[src/rtl/uart_pkg.sv]
// Shared types and constants for the buffered UART transmitter.
// Defining UART_TX_PARITY_EN adds an even-parity bit and the PARITY state.
package uart_pkg;

  localparam int UART_DATA_W     = 8;
  localparam int UART_FRAME_BITS = 10;

`ifdef UART_TX_PARITY_EN
  typedef enum logic [2:0] {IDLE, START, DATA, STOP, PARITY} uart_tx_state_e;

  function automatic logic even_parity(input logic [UART_DATA_W-1:0] b);
    return ^b;
  endfunction
`else
  typedef enum logic [1:0] {IDLE, START, DATA, STOP} uart_tx_state_e;
`endif

endpackage

[src/rtl/uart_byte_fifo.sv]
// Synchronous byte FIFO with extra-bit pointers so full and empty are distinguishable.
// Read data is the combinational head entry; pushes when full and pops when empty are ignored.
module uart_byte_fifo #(
  parameter int DEPTH = 16,
  parameter int W     = 8
) (
  input  logic                   clk,
  input  logic                   rst_n,
  input  logic                   push,
  input  logic [W-1:0]           push_data,
  input  logic                   pop,
  output logic [W-1:0]           head,
  output logic                   full,
  output logic                   empty,
  output logic [$clog2(DEPTH):0] level
);

  localparam int AW = $clog2(DEPTH);

  logic [W-1:0] mem [DEPTH];
  logic [AW:0]  wr_ptr;
  logic [AW:0]  rd_ptr;
  logic         do_push;
  logic         do_pop;

  assign level   = wr_ptr - rd_ptr;
  assign full    = (level == (AW+1)'(DEPTH));
  assign empty   = (wr_ptr == rd_ptr);
  assign do_push = push && !full;
  assign do_pop  = pop && !empty;
  assign head    = mem[rd_ptr[AW-1:0]];

  always_ff @(posedge clk or negedge rst_n) begin
    if (!rst_n) begin
      wr_ptr <= '0;
      rd_ptr <= '0;
    end else begin
      if (do_push) wr_ptr <= wr_ptr + 1'b1;
      if (do_pop)  rd_ptr <= rd_ptr + 1'b1;
    end
  end

  // storage needs no reset; pointers define validity
  always_ff @(posedge clk) begin
    if (do_push) mem[wr_ptr[AW-1:0]] <= push_data;
  end

endmodule

[src/rtl/uart_tx_fifo.sv]
// FIFO-buffered UART transmitter, 8N1 LSB first, back-to-back frames without idle gap.
// Build with UART_TX_PARITY_EN to insert an even-parity bit before the stop bit.
module uart_tx_fifo
  import uart_pkg::*;
#(
  parameter int CLKS_PER_BIT = 862,
  parameter int FIFO_DEPTH   = 16
) (
  input  logic                          clk,
  input  logic                          rst_n,
  input  logic                          wr_valid_i,
  input  logic [UART_DATA_W-1:0]        wr_data_i,
  output logic                          wr_ready_o,
  output logic                          tx_o,
  output logic                          busy_o,
  output logic [$clog2(FIFO_DEPTH):0]   fifo_level_o
);

  // state  | meaning
  // IDLE   | line high, waiting for a byte in the FIFO
  // START  | start bit (low)
  // DATA   | eight data bits, LSB first
  // PARITY | even parity bit (parity build only)
  // STOP   | stop bit (high), chains straight into START if more data

  localparam int CNT_W = $clog2(CLKS_PER_BIT);
  localparam logic [CNT_W-1:0] CNT_LAST = CNT_W'(CLKS_PER_BIT - 1);

  uart_tx_state_e         state_q, state_d;
  logic [CNT_W-1:0]       cnt_q, cnt_d;
  logic [2:0]             idx_q, idx_d;
  logic [UART_DATA_W-1:0] shift_q, shift_d;
  logic                   tx_q, tx_d;
  logic                   pop;
  logic                   bit_end;
  logic [UART_DATA_W-1:0] fifo_head;
  logic                   fifo_full;
  logic                   fifo_empty;
`ifdef UART_TX_PARITY_EN
  logic                   par_q, par_d;
`endif

  uart_byte_fifo #(
    .DEPTH (FIFO_DEPTH),
    .W     (UART_DATA_W)
  ) u_fifo (
    .clk       (clk),
    .rst_n     (rst_n),
    .push      (wr_valid_i),
    .push_data (wr_data_i),
    .pop       (pop),
    .head      (fifo_head),
    .full      (fifo_full),
    .empty     (fifo_empty),
    .level     (fifo_level_o)
  );

  assign bit_end    = (cnt_q == CNT_LAST);
  assign wr_ready_o = !fifo_full;
  assign busy_o     = (state_q != IDLE) || !fifo_empty;
  assign tx_o       = tx_q;

  always_comb begin
    state_d = state_q;
    cnt_d   = cnt_q;
    idx_d   = idx_q;
    shift_d = shift_q;
    tx_d    = tx_q;
    pop     = 1'b0;
`ifdef UART_TX_PARITY_EN
    par_d   = par_q;
`endif
    case (state_q)
      IDLE: begin
        tx_d = 1'b1;
        if (!fifo_empty) begin
          pop     = 1'b1;
          shift_d = fifo_head;
`ifdef UART_TX_PARITY_EN
          par_d   = even_parity(fifo_head);
`endif
          state_d = START;
          tx_d    = 1'b0;
          cnt_d   = '0;
        end
      end
      START: begin
        if (bit_end) begin
          state_d = DATA;
          cnt_d   = '0;
          idx_d   = '0;
          tx_d    = shift_q[0];
        end else begin
          cnt_d = cnt_q + 1'b1;
        end
      end
      DATA: begin
        if (bit_end) begin
          cnt_d   = '0;
          shift_d = shift_q >> 1;
          idx_d   = idx_q + 1'b1;
          if (idx_q == 3'd7) begin
`ifdef UART_TX_PARITY_EN
            state_d = PARITY;
            tx_d    = par_q;
`else
            state_d = STOP;
            tx_d    = 1'b1;
`endif
          end else begin
            tx_d = shift_q[1];
          end
        end else begin
          cnt_d = cnt_q + 1'b1;
        end
      end
`ifdef UART_TX_PARITY_EN
      PARITY: begin
        if (bit_end) begin
          cnt_d   = '0;
          state_d = STOP;
          tx_d    = 1'b1;
        end else begin
          cnt_d = cnt_q + 1'b1;
        end
      end
`endif
      STOP: begin
        if (bit_end) begin
          cnt_d = '0;
          // next byte already waiting: start bit begins on this edge
          if (!fifo_empty) begin
            pop     = 1'b1;
            shift_d = fifo_head;
`ifdef UART_TX_PARITY_EN
            par_d   = even_parity(fifo_head);
`endif
            state_d = START;
            tx_d    = 1'b0;
          end else begin
            state_d = IDLE;
            tx_d    = 1'b1;
          end
        end else begin
          cnt_d = cnt_q + 1'b1;
        end
      end
      default: begin
        state_d = IDLE;
        tx_d    = 1'b1;
      end
    endcase
  end

  always_ff @(posedge clk or negedge rst_n) begin
    if (!rst_n) begin
      state_q <= IDLE;
      cnt_q   <= '0;
      idx_q   <= '0;
      shift_q <= '0;
      tx_q    <= 1'b1;
`ifdef UART_TX_PARITY_EN
      par_q   <= 1'b0;
`endif
    end else begin
      state_q <= state_d;
      cnt_q   <= cnt_d;
      idx_q   <= idx_d;
      shift_q <= shift_d;
      tx_q    <= tx_d;
`ifdef UART_TX_PARITY_EN
      par_q   <= par_d;
`endif
    end
  end

endmodule

[config.mk]
export PLATFORM = sky130hd
export DESIGN_NAME = uart_tx_fifo
export DESIGN_NICKNAME = d
export VERILOG_FILES = /design/src/rtl/uart_pkg.sv /design/src/rtl/uart_byte_fifo.sv /design/src/rtl/uart_tx_fifo.sv
export SDC_FILE = /design/constraint.sdc
export NUM_CORES = 1
export LEC_CHECK = 0
export ABC_CLOCK_PERIOD_IN_PS = 5100
export BUFFER_PORTS_ARGS = -buffer_cell sky130_fd_sc_hd__buf_2
export CELL_PAD_IN_SITES_DETAIL_PLACEMENT = 1
export CELL_PAD_IN_SITES_GLOBAL_PLACEMENT = 2
export CORE_ASPECT_RATIO = 0.6
export CORE_MARGIN = 1.5
export CORE_UTILIZATION = 50
export CTS_CLUSTER_DIAMETER = 40
export DETAILED_ROUTE_END_ITERATION = 10
export PLACE_DENSITY = 0.84
export SLEW_MARGIN = 20
export SYNTH_ARGS = -nofsm -noshare
export SYNTH_HDL_FRONTEND = slang
export SYNTH_SLANG_ARGS = --single-unit
[constraint.sdc]
create_clock -name clk -period 5.1 [get_ports clk]
set_input_delay 0.51 -clock clk [delete_from_list [all_inputs] [get_ports clk]]
set_output_delay 0.51 -clock clk [all_outputs]
set_load 0.01 [all_outputs]
==> results of run 1 <==
## worst min-delay path by stage
stage,from,to,slack (ns),depth (start not counted)
6_report,rst_n,idx_q[1],0.15,1
4_1_cts,rst_n,idx_q[1],0.18,1
3_5_place_dp,shift_q[4],shift_q[4],0.47,2
2_1_floorplan,rst_n,cnt_q[0],0.21,0
3_3_place_gp,shift_q[5],shift_q[5],0.46,2
5_1_grt,rst_n,idx_q[1],0.21,1
## through the flow
step	hold slack [ns]	total power, mW	setup WS (ns)
floorplan	0.2144	2.934	1.952
CTS	0.1846	4.739	1.153
global placement	0.4557	3.394	1.386
finish	0.1545	4.719	1.125
detailed placement	0.4673	3.464	1.219
global route	0.2087	4.963	0.8348
## area by class of cell
cell class                 instances  area [um^2]  area share, %
clock buffer                      17        425.4          5.407
clock inverter                    15        165.2          2.099
inverter                          20        75.07         0.9542
multi-input combinational        252         2152          27.35
sequential                       162         4697          59.70
tap                              192        240.2          3.053
timing repair buffer              21        112.6          1.431
## power breakdown
| part | switching [mW] | internal [mW] |
|---|---|---|
| clock network | 0.593 | 0.655 |
| registers | 0.215 | 1.64 |
| logic | 0.954 | 0.657 |
| total | 1.76 | 2.96 |
## layer usage
layer	track usage [%]	share of wire [%]
met4	7.857	1.3
met3	7.435	8.7
met1	40.94	48
met5	0	0
met2	36.27	42
## synthesized netlist by cell type (3+ instances only)
cell type  number
clkbuf_1       11
dfrtp_1        33
a22oi_1         6
nand4_1         3
ha_1           19
nand2_1        35
inv_1          20
a221oi_1        6
a21oi_1         4
mux2_2         13
a22o_1          6
edfxtp_1      128
mux4_2         25
nor2_1         11
xor2_1          7
nor3_1          6
and2_1          3
nand3_1        13
buf_2           3
nor2b_1         5
mux2i_1         3
and3_1         21
o21ai_0        32
xnor2_1         6
## registers in the layout, indices dropped and copies added, names as in the netlist
name           cells
u_fifo.mem       128
shift_q            8
cnt_q             10
tx_o               1
state_q            2
idx_q              3
u_fifo.wr_ptr      5
u_fifo.rd_ptr      5
## kinds of logic after synthesis
| logic type | after synthesis |
|---|---|
| adder cells (fa/ha/maj) | 20 |
| buffers and inverters | 37 |
| multiplexers | 42 |
| XOR/XNOR | 13 |
| AO/OA/AOI/OAI | 69 |
| AND/OR/NAND/NOR | 108 |
| flip-flops | 162 |
==> impl_metrics.ini, run 1 <==
[logic_synthesis]
synth-xor-area-share_pct = 1.627
synth_top_area_share_pct = 54.93
synth_fa_ha_area_share_pct = 3.683
ys.flop_type = edfxtp_1
synth_compound_area_share_pct = 6.598
netlist-cell-type-count = 49
synth_sequential_area_ratio_pct = 67.10
syn_area_per_cell_um2 = 15.52
synth_top_family_by_area = multiplexers
async_reset_ff_share_pct = 20.99
yosys.area.top_type = edfxtp_1
synth_warnings = 0
netlist_top_cells_area = edfxtp_1, dfrtp_1, mux4_2
synth_nets = 482
yosys.area_share.simple_pct = 8.064
synth_area_um2 = 6998
synth_edf_count = 128
netlist_instances = 451
ys_ff_latch = 162
muxShareOfSynthArea_pct = 10.78

[cells_and_area]
most-common-layout-cells = edfxtp_1, nand2_1, o21ai_0, dfrtp_1, mux4_2
n_antenna_cell = 0
num-fill-cells = 1288
syn_to_final_growth_pct = 12.43
fin_area_um2 = 7868
fin_nets = 505
fin_util_pct = 57.57
final_common_cell = edfxtp_1
drive_gt1_share_pct = 20.12
fin_cells = 679

[sta]
finalCriticalPeriod_ns = 3.975
slew_headroom_pct = 35.10
setup_viol = 0
max_slew.worst_pin.slew_ns = 0.9735
rsz0062_at_grt = no
fmax_ghz = 0.2516
maxSlewViolCount = 0
setup_tns_ns = 0
skew_ns = 0.01361
finalCritPeriodShare_pct = 77.93
final_hold_viol_count = 0

[floorplan]
dieWidth_um = 155.7
rows = 33
die_h_um = 94.64
num_io_pins = 19
start_util_pct = 51.20
core_um2 = 13670
dieArea_um2 = 14740

[setup_path]
crit_chain = inv_1 -> ha_1 -> and3b_1 -> o21ai_0 -> a2111oi_4 -> nor2b_2 -> and3_1
cp-endpoint = u_fifo.mem[14][6]
r2r_slack_ns = 1.13
endpoint_kind = flop
start_kind = flop
rr_startpoint = u_fifo.rd_ptr[2]
critical_path_class = flop to flop
setup.worst_path.start = u_fifo.rd_ptr[2]
slowest_delay_ns = 0.98
crit_family = simple AND/OR/NAND/NOR gates
critPathMaxFanout = 25
ff2ff_path_depth = 7
worstPathRequired_ns = 5.19
cp_data_arrival_time_ns = 4.06
crit_buf_inv = 1
slowest_stage = dfrtp_1
worstSetupPathDepth = 7
timing.rr.end = u_fifo.mem[14][6]

[clocking]
cts_num_sinks = 162
hold_buffers = 0
numCtsBuffers = 17
cts-resized-gates = 0
clk_latency_ns = 0.44
cts.htree.levels = 4
clockBufferDepth = 2
cts_setup_buffers = 0
cts_tree = yes
cts-root-buf = clkbuf_16
cts.clk_slew.worst_paths_ns = 0.07

[detailed_routing]
num_vias = 4116
drc = 0
wl_per_cell_um = 26.47
viasPerCell = 6.062
ant_nets = 0
drt-initial-drc-count = 479
totalWireLength_mm = 17.97
drtPass1Iterations = 4

[grt]
grt_antenna_before_repair = 1
grt_usage_pct = 26.46
grt_pass1_vias = 4091
grt_overflow_total = 0
grt_max_degree = 43
grt_pass1_wl_mm = 26.85

[worst_hold_path]
worstHoldPathType = input port to async pin

[power]
power_density_nw_per_um2 = 599.9
ir_worst_vdd_mv = 0.3733
p_leak_nw = 2.845

[run_status]
status = completed

[job]
cap_violations = 0

[placement]
dp_hpwl_mm = 12.16
port_buffers = 18
place.gp.congestion = 0.8937
place_area_um2 = 7277
dp_cells = 647
No activity file was read; power rests on OpenSTA's default activity.
==> run 2: changes to the inputs <==
Settings changed: ABC_AREA set to 1, ABC_CLOCK_PERIOD_IN_PS 5100 to 3900, CORE_UTILIZATION 50 to 40, PLACE_DENSITY 0.84 to 0.78.
Clock period 5.1 ns to 3.9 ns, I/O delays scaled along.
==> impl_metrics.ini, run 2 <==
[run_status]
status = completed

[setup_path]
slowest_stage = clkinv_2
crit_path_frequent_cell = nand2_1
endpoint_kind = flop
crit_chain = buf_4 -> clkinv_2 -> nand2_1 -> nand2_1 -> nand2_1 -> nand3_1 -> nand3_1 -> nand2_1 -> nand2_1 -> nand2_1
slowest_delay_ns = 0.95
start_kind = flop
critPathMaxFanout = 68
ff2ff_path_depth = 10
cp_data_arrival_time_ns = 3.39
critical_path_class = flop to flop
worstPathRequired_ns = 4.22

[cells_and_area]
final_common_cell = nand2_1
fin_nets = 869
n_antenna_cell = 0
largest_reg_flops = 128
most-common-layout-cells = nand2_1, edfxtp_1, inv_1
drive_gt1_share_pct = 8.813
fin_area_um2 = 8621
syn_to_final_growth_pct = 11.24

[floorplan]
start_util_pct = 40.83
core_um2 = 18980
dieArea_um2 = 20250
rows = 39
die_h_um = 110.8
num_io_pins = 19
dieWidth_um = 182.7

[detailed_routing]
viasPerCell = 5.053
drt-initial-drc-count = 403
ant_nets = 0
num_vias = 5543
wl_per_cell_um = 19.66
drc = 0
drtPass1Iterations = 5
totalWireLength_mm = 21.57

[clocking]
cts_setup_buffers = 0
clk_latency_ns = 0.44
cts_tree = yes
clockBufferDepth = 2
cts-resized-gates = 0
cts_num_sinks = 162
cts.clk_slew.worst_paths_ns = 0.07
cts.htree.levels = 4
cts-root-buf = clkbuf_16
hold_buffers = 0
numCtsBuffers = 17

[sta]
setup_tns_ns = 0
slew_headroom_pct = 37.07
setup_viol = 0
skew_ns = 0.01016
maxSlewViolCount = 0
rsz0062_at_grt = no
fmax_ghz = 0.3258
max_slew.worst_pin.slew_ns = 0.9429
whs_ns = 0.06237
final_hold_viol_count = 0
fin_ws_ns = 0.8303
finalCriticalPeriod_ns = 3.070
finalCritPeriodShare_pct = 78.71

[grt]
grt_usage_pct = 22.78
grt_pass1_wl_mm = 33.91
grt_antenna_before_repair = 0
grt_pass1_vias = 5665
grt_max_degree = 69
grt_overflow_total = 0

[placement]
dpl_worst_slack_ns = 0.8836
dp_hpwl_mm = 15.07
place_area_um2 = 8021
port_buffers = 18
place.gp.congestion = 0.8864

[power]
p_leak_nw = 3.768
power_density_nw_per_um2 = 767.4
p_total_mw = 6.615
ir_worst_vdd_mv = 0.5244

[logic_synthesis]
netlist_instances = 824
synth_top_cells_by_count = nand2_1, edfxtp_1, inv_1
netlist_top_cells_area = edfxtp_1, nand2_1, dfrtp_1
synth.most_common_cell = nand2_1
netlist-cell-type-count = 37
synth_nets = 855
syn_area_per_cell_um2 = 9.405
synth_edf_count = 128
synth_warnings = 0
synth_sequential_area_ratio_pct = 60.59
async_reset_ff_share_pct = 20.99
yosys.area.top_type = edfxtp_1
ys_ff_latch = 162
synth_top_area_share_pct = 49.60
synth_area_um2 = 7750
ys.flop_type = edfxtp_1

[worst_hold_path]
worstHoldPathType = input port to async pin

[job]
cap_violations = 0
## run 2: changes by cell type in the layout (fill, tap and decap cells not counted), moves of 17 or more
cell,previous run,this run
mux4_2,25,0
and3_1,21,0
inv_1,20,115
o21ai_0,32,15
nand2_1,35,274
nand3_1,13,101
nor2_1,11,52
## run 2: routing by layer
layer  global-route usage, %  share of wire [%]
met2                   32.29                 43
met1                   34.83                 53
met3                   4.993                3.5
met4                   6.446                1.3
met5                       0                  0
## run 2: kinds of logic after synthesis
kind of cell	after synthesis	share of synthesized area, %
simple gates	449	24.62
flops	162	60.59
buf+inv	147	7.798
compound gates	35	2.422
fa+ha+maj	20	3.326
xor+xnor	11	1.243
## run 2: final cells by class
class | instances | area, um^2
multi-input cells | 515 | 2450
clock inverters | 14 | 168.9
well taps | 246 | 307.8
inverters | 121 | 455.4
clock buffers | 18 | 429.2
fillers | 2162 | 10360
repair buffers | 21 | 112.6
flip-flops and latches | 162 | 4697
## run 2: worst max-delay path: cells and delay by family, from the launching register on
kind / cells / cell delay, ns
buf+inv: 2 / 1.53
simple gates: 8 / 1.00
flops: 1 / 0.36
## run 2: where the power goes
group          switching, mW  leakage, nW  internal [mW]
Clock                  0.742        0.289          0.963
Combinational           1.84         1.89          0.768
Sequential             0.168         1.59           2.14
Total                   2.75         3.77           3.87
## run 2: metrics by stage
step	cells	utilization, %
final	1097	45.42
after global routing	1097	45.42
after CTS	1097	45.41
after detailed placement	1065	42.26
after global placement	1065	42.26
after floorplan	824	-
## run 2: path summary, 6_finish.rpt
kind / from / endpoint / slack, ns
hold reg to reg: shift_q[7] / shift_q[7] / 0.48
setup reg to reg: u_fifo.rd_ptr[0] / shift_q[1] / 0.83
min in group clk: wr_valid_i / u_fifo.wr_ptr[2] / 0.28
max in group asynchronous: rst_n / u_fifo.rd_ptr[0] / 3.25
setup / recovery: u_fifo.rd_ptr[0] / shift_q[1] / 0.83
hold / removal: rst_n / cnt_q[9] / 0.06
==> run 3: changes to the inputs <==
Settings changed: ABC_AREA 1 to 0, ABC_CLOCK_PERIOD_IN_PS 3900 to 2830, CORE_UTILIZATION 40 to 46.
Clock period 3.9 ns to 2.83 ns, I/O delays scaled along.
==> impl_metrics.ini, run 3 (synthesized netlist as in run 1, its figures left out) <==
[floorplan]
start_util_pct = 47.68
core_um2 = 14680
dieArea_um2 = 15990
rows = 34
die_h_um = 98.54
dieWidth_um = 162.2
num_io_pins = 19

[cells_and_area]
num-fill-cells = 1388
syn_to_final_growth_pct = 15.73
final_common_cell = edfxtp_1
drive_gt1_share_pct = 26.38
most-common-layout-cells = edfxtp_1, nand2_1, o21ai_0, dfrtp_1, mux4_2
largest_reg_flops = 128
fin_cells = 707
fin_nets = 526
fin_area_um2 = 8099

[setup_path]
critical_path_class = flop to output pin
critPathMaxFanout = 2
worstSetupPathDepth = 10
crit_chain = inv_2 -> ha_4 -> inv_1 -> fa_2 -> xor2_2 -> or3_4 -> a2111oi_4 -> buf_4 -> inv_1 -> buf_2
r2r_slack_ns = 0.19
slowest_delay_ns = 0.39
cp-endpoint = wr_ready_o
worstPathRequired_ns = 2.55
crit_path_frequent_cell = inv_1
ff2ff_path_depth = 5
timing.rr.end = shift_q[6]
setup.worst_path.start = u_fifo.wr_ptr[0]
start_kind = flop
slowest_stage = dfrtp_1
rr_startpoint = u_fifo.rd_ptr[0]
crit_buf_inv = 5
crit_family = adder cells
endpoint_kind = output pin
cp_data_arrival_time_ns = 2.52

[sta]
fin_ws_ns = 0.03089
finalCriticalPeriod_ns = 2.799
rsz0062_at_grt = yes
setup_tns_ns = 0
setup_viol = 0
slew_headroom_pct = 44.66
fmax_ghz = 0.3573
max_slew.worst_pin.slew_ns = 0.8301
skew_ns = 0.006353
finalCritPeriodShare_pct = 98.91
final_hold_viol_count = 0
whs_ns = 0.2920
maxSlewViolCount = 0

[clocking]
clk_latency_ns = 0.43
cts-root-buf = clkbuf_16
clockBufferDepth = 2
cts.clk_slew.worst_paths_ns = 0.07
cts_tree = yes
cts_num_sinks = 162
cts.htree.levels = 4
numCtsBuffers = 17

[placement]
dp_hpwl_mm = 12.46
place.gp.congestion = 0.8113
dp_cells = 672
place_area_um2 = 7456
dpl_worst_slack_ns = 0.02585
port_buffers = 18

[detailed_routing]
drc = 0
wl_per_cell_um = 26.70
drtPass1Iterations = 4
num_vias = 4280
viasPerCell = 6.054
totalWireLength_mm = 18.88
ant_nets = 0
drt-initial-drc-count = 546

[grt]
grt_antenna_before_repair = 0
grt_overflow_total = 0
grt_usage_pct = 25.80
grt_pass1_wl_mm = 28.77
grt_max_degree = 43
grt_pass1_vias = 4389

[run_status]
status = completed

[power]
swShare_pct = 36.94
sequentialPowerShare_pct = 35.9
cell_internal_pwr_mw = 5.610
p_switching_mw = 3.286
power_density_nw_per_um2 = 1098
p_leak_nw = 2.958
p_comb_share_pct = 38.3
p_clk_share_pct = 25.8
ir_worst_vdd_mv = 0.9459

[worst_hold_path]
worstHoldPathType = input port to flop

[job]
cap_violations = 0
==> run 3: cell count changes in the layout (fill, tap and decap cells not counted), moves of 19 or more <==
cell,change
inv_1,-97
buf_4,+19
nand2_1,-239
nand3_1,-88
mux4_2,+25
nor2_1,-41
==> run 3: power groups by stage <==
stage / sequential, mW / clock (mW) / combinational [mW]
final: 3.19 / 2.30 / 3.41
after global routing: 3.23 / 2.41 / 3.74
after CTS: 3.18 / 2.31 / 3.35
after detailed placement: 3.22 / 0 / 3.26
after global placement: 3.21 / 0 / 3.18
after floorplan: 3.16 / 0 / 2.15
==> run 3: repair_timing <==
item,CTS,global route
setup endpoints to repair,17,1
pin swaps,1,0
buffers inserted,1,0
endpoints found under the hold margin,29,0
gates resized for setup,5,4
hold buffers,1,0
gates cloned,0,0
==> run 3: per-layer routing <==
metal	routed length [um]	track usage [%]	vias to the layer above
li1	-	-	1838
met1	9268	40.92	2235
met2	7705	34.48	186
met3	1685	6.566	21
met4	219	8.045	0
met5	0	0	-
==> run 3: how the worst min path moves through the flow <==
stage,from,end,slack (ns),cells after the start
4_1_cts,wr_valid_i,u_fifo.wr_ptr[3],0.28,4
5_1_grt,wr_data_i[5],u_fifo.mem[9][5],0.30,1
2_1_floorplan,rst_n,cnt_q[0],-0.01,0
3_5_place_dp,rst_n,shift_q[2],0.44,1
3_3_place_gp,rst_n,shift_q[2],0.43,1
6_report,wr_valid_i,u_fifo.wr_ptr[3],0.29,4
==> run 3: through the flow <==
stage	utilization (%)	total power, mW
after floorplan	-	5.310
after global placement	50.80	6.389
after detailed placement	50.80	6.475
after CTS	54.96	8.841
after global routing	55.17	9.379
final	55.18	8.895
==> run 3: area by class of cell <==
cell class,count,area [um^2],area share [%]
Clock inverter,14,147.6,1.823
Inverter,20,75.07,0.9269
Antenna cell,1,2.502,0.03090
Clock buffer,18,429.2,5.299
Timing Repair Buffer,42,285.3,3.522
Sequential cell,162,4697,57.99
Multi-Input combinational cell,252,2215,27.34
Tap cell,198,247.7,3.059
==> run 3: tightest hold or removal path: cells and delay by family <==
family | cells | cell delay [ns]
AND/OR/NAND/NOR | 2 | 0.14
XOR/XNOR | 1 | 0.14
buffers and inverters | 1 | 0.12
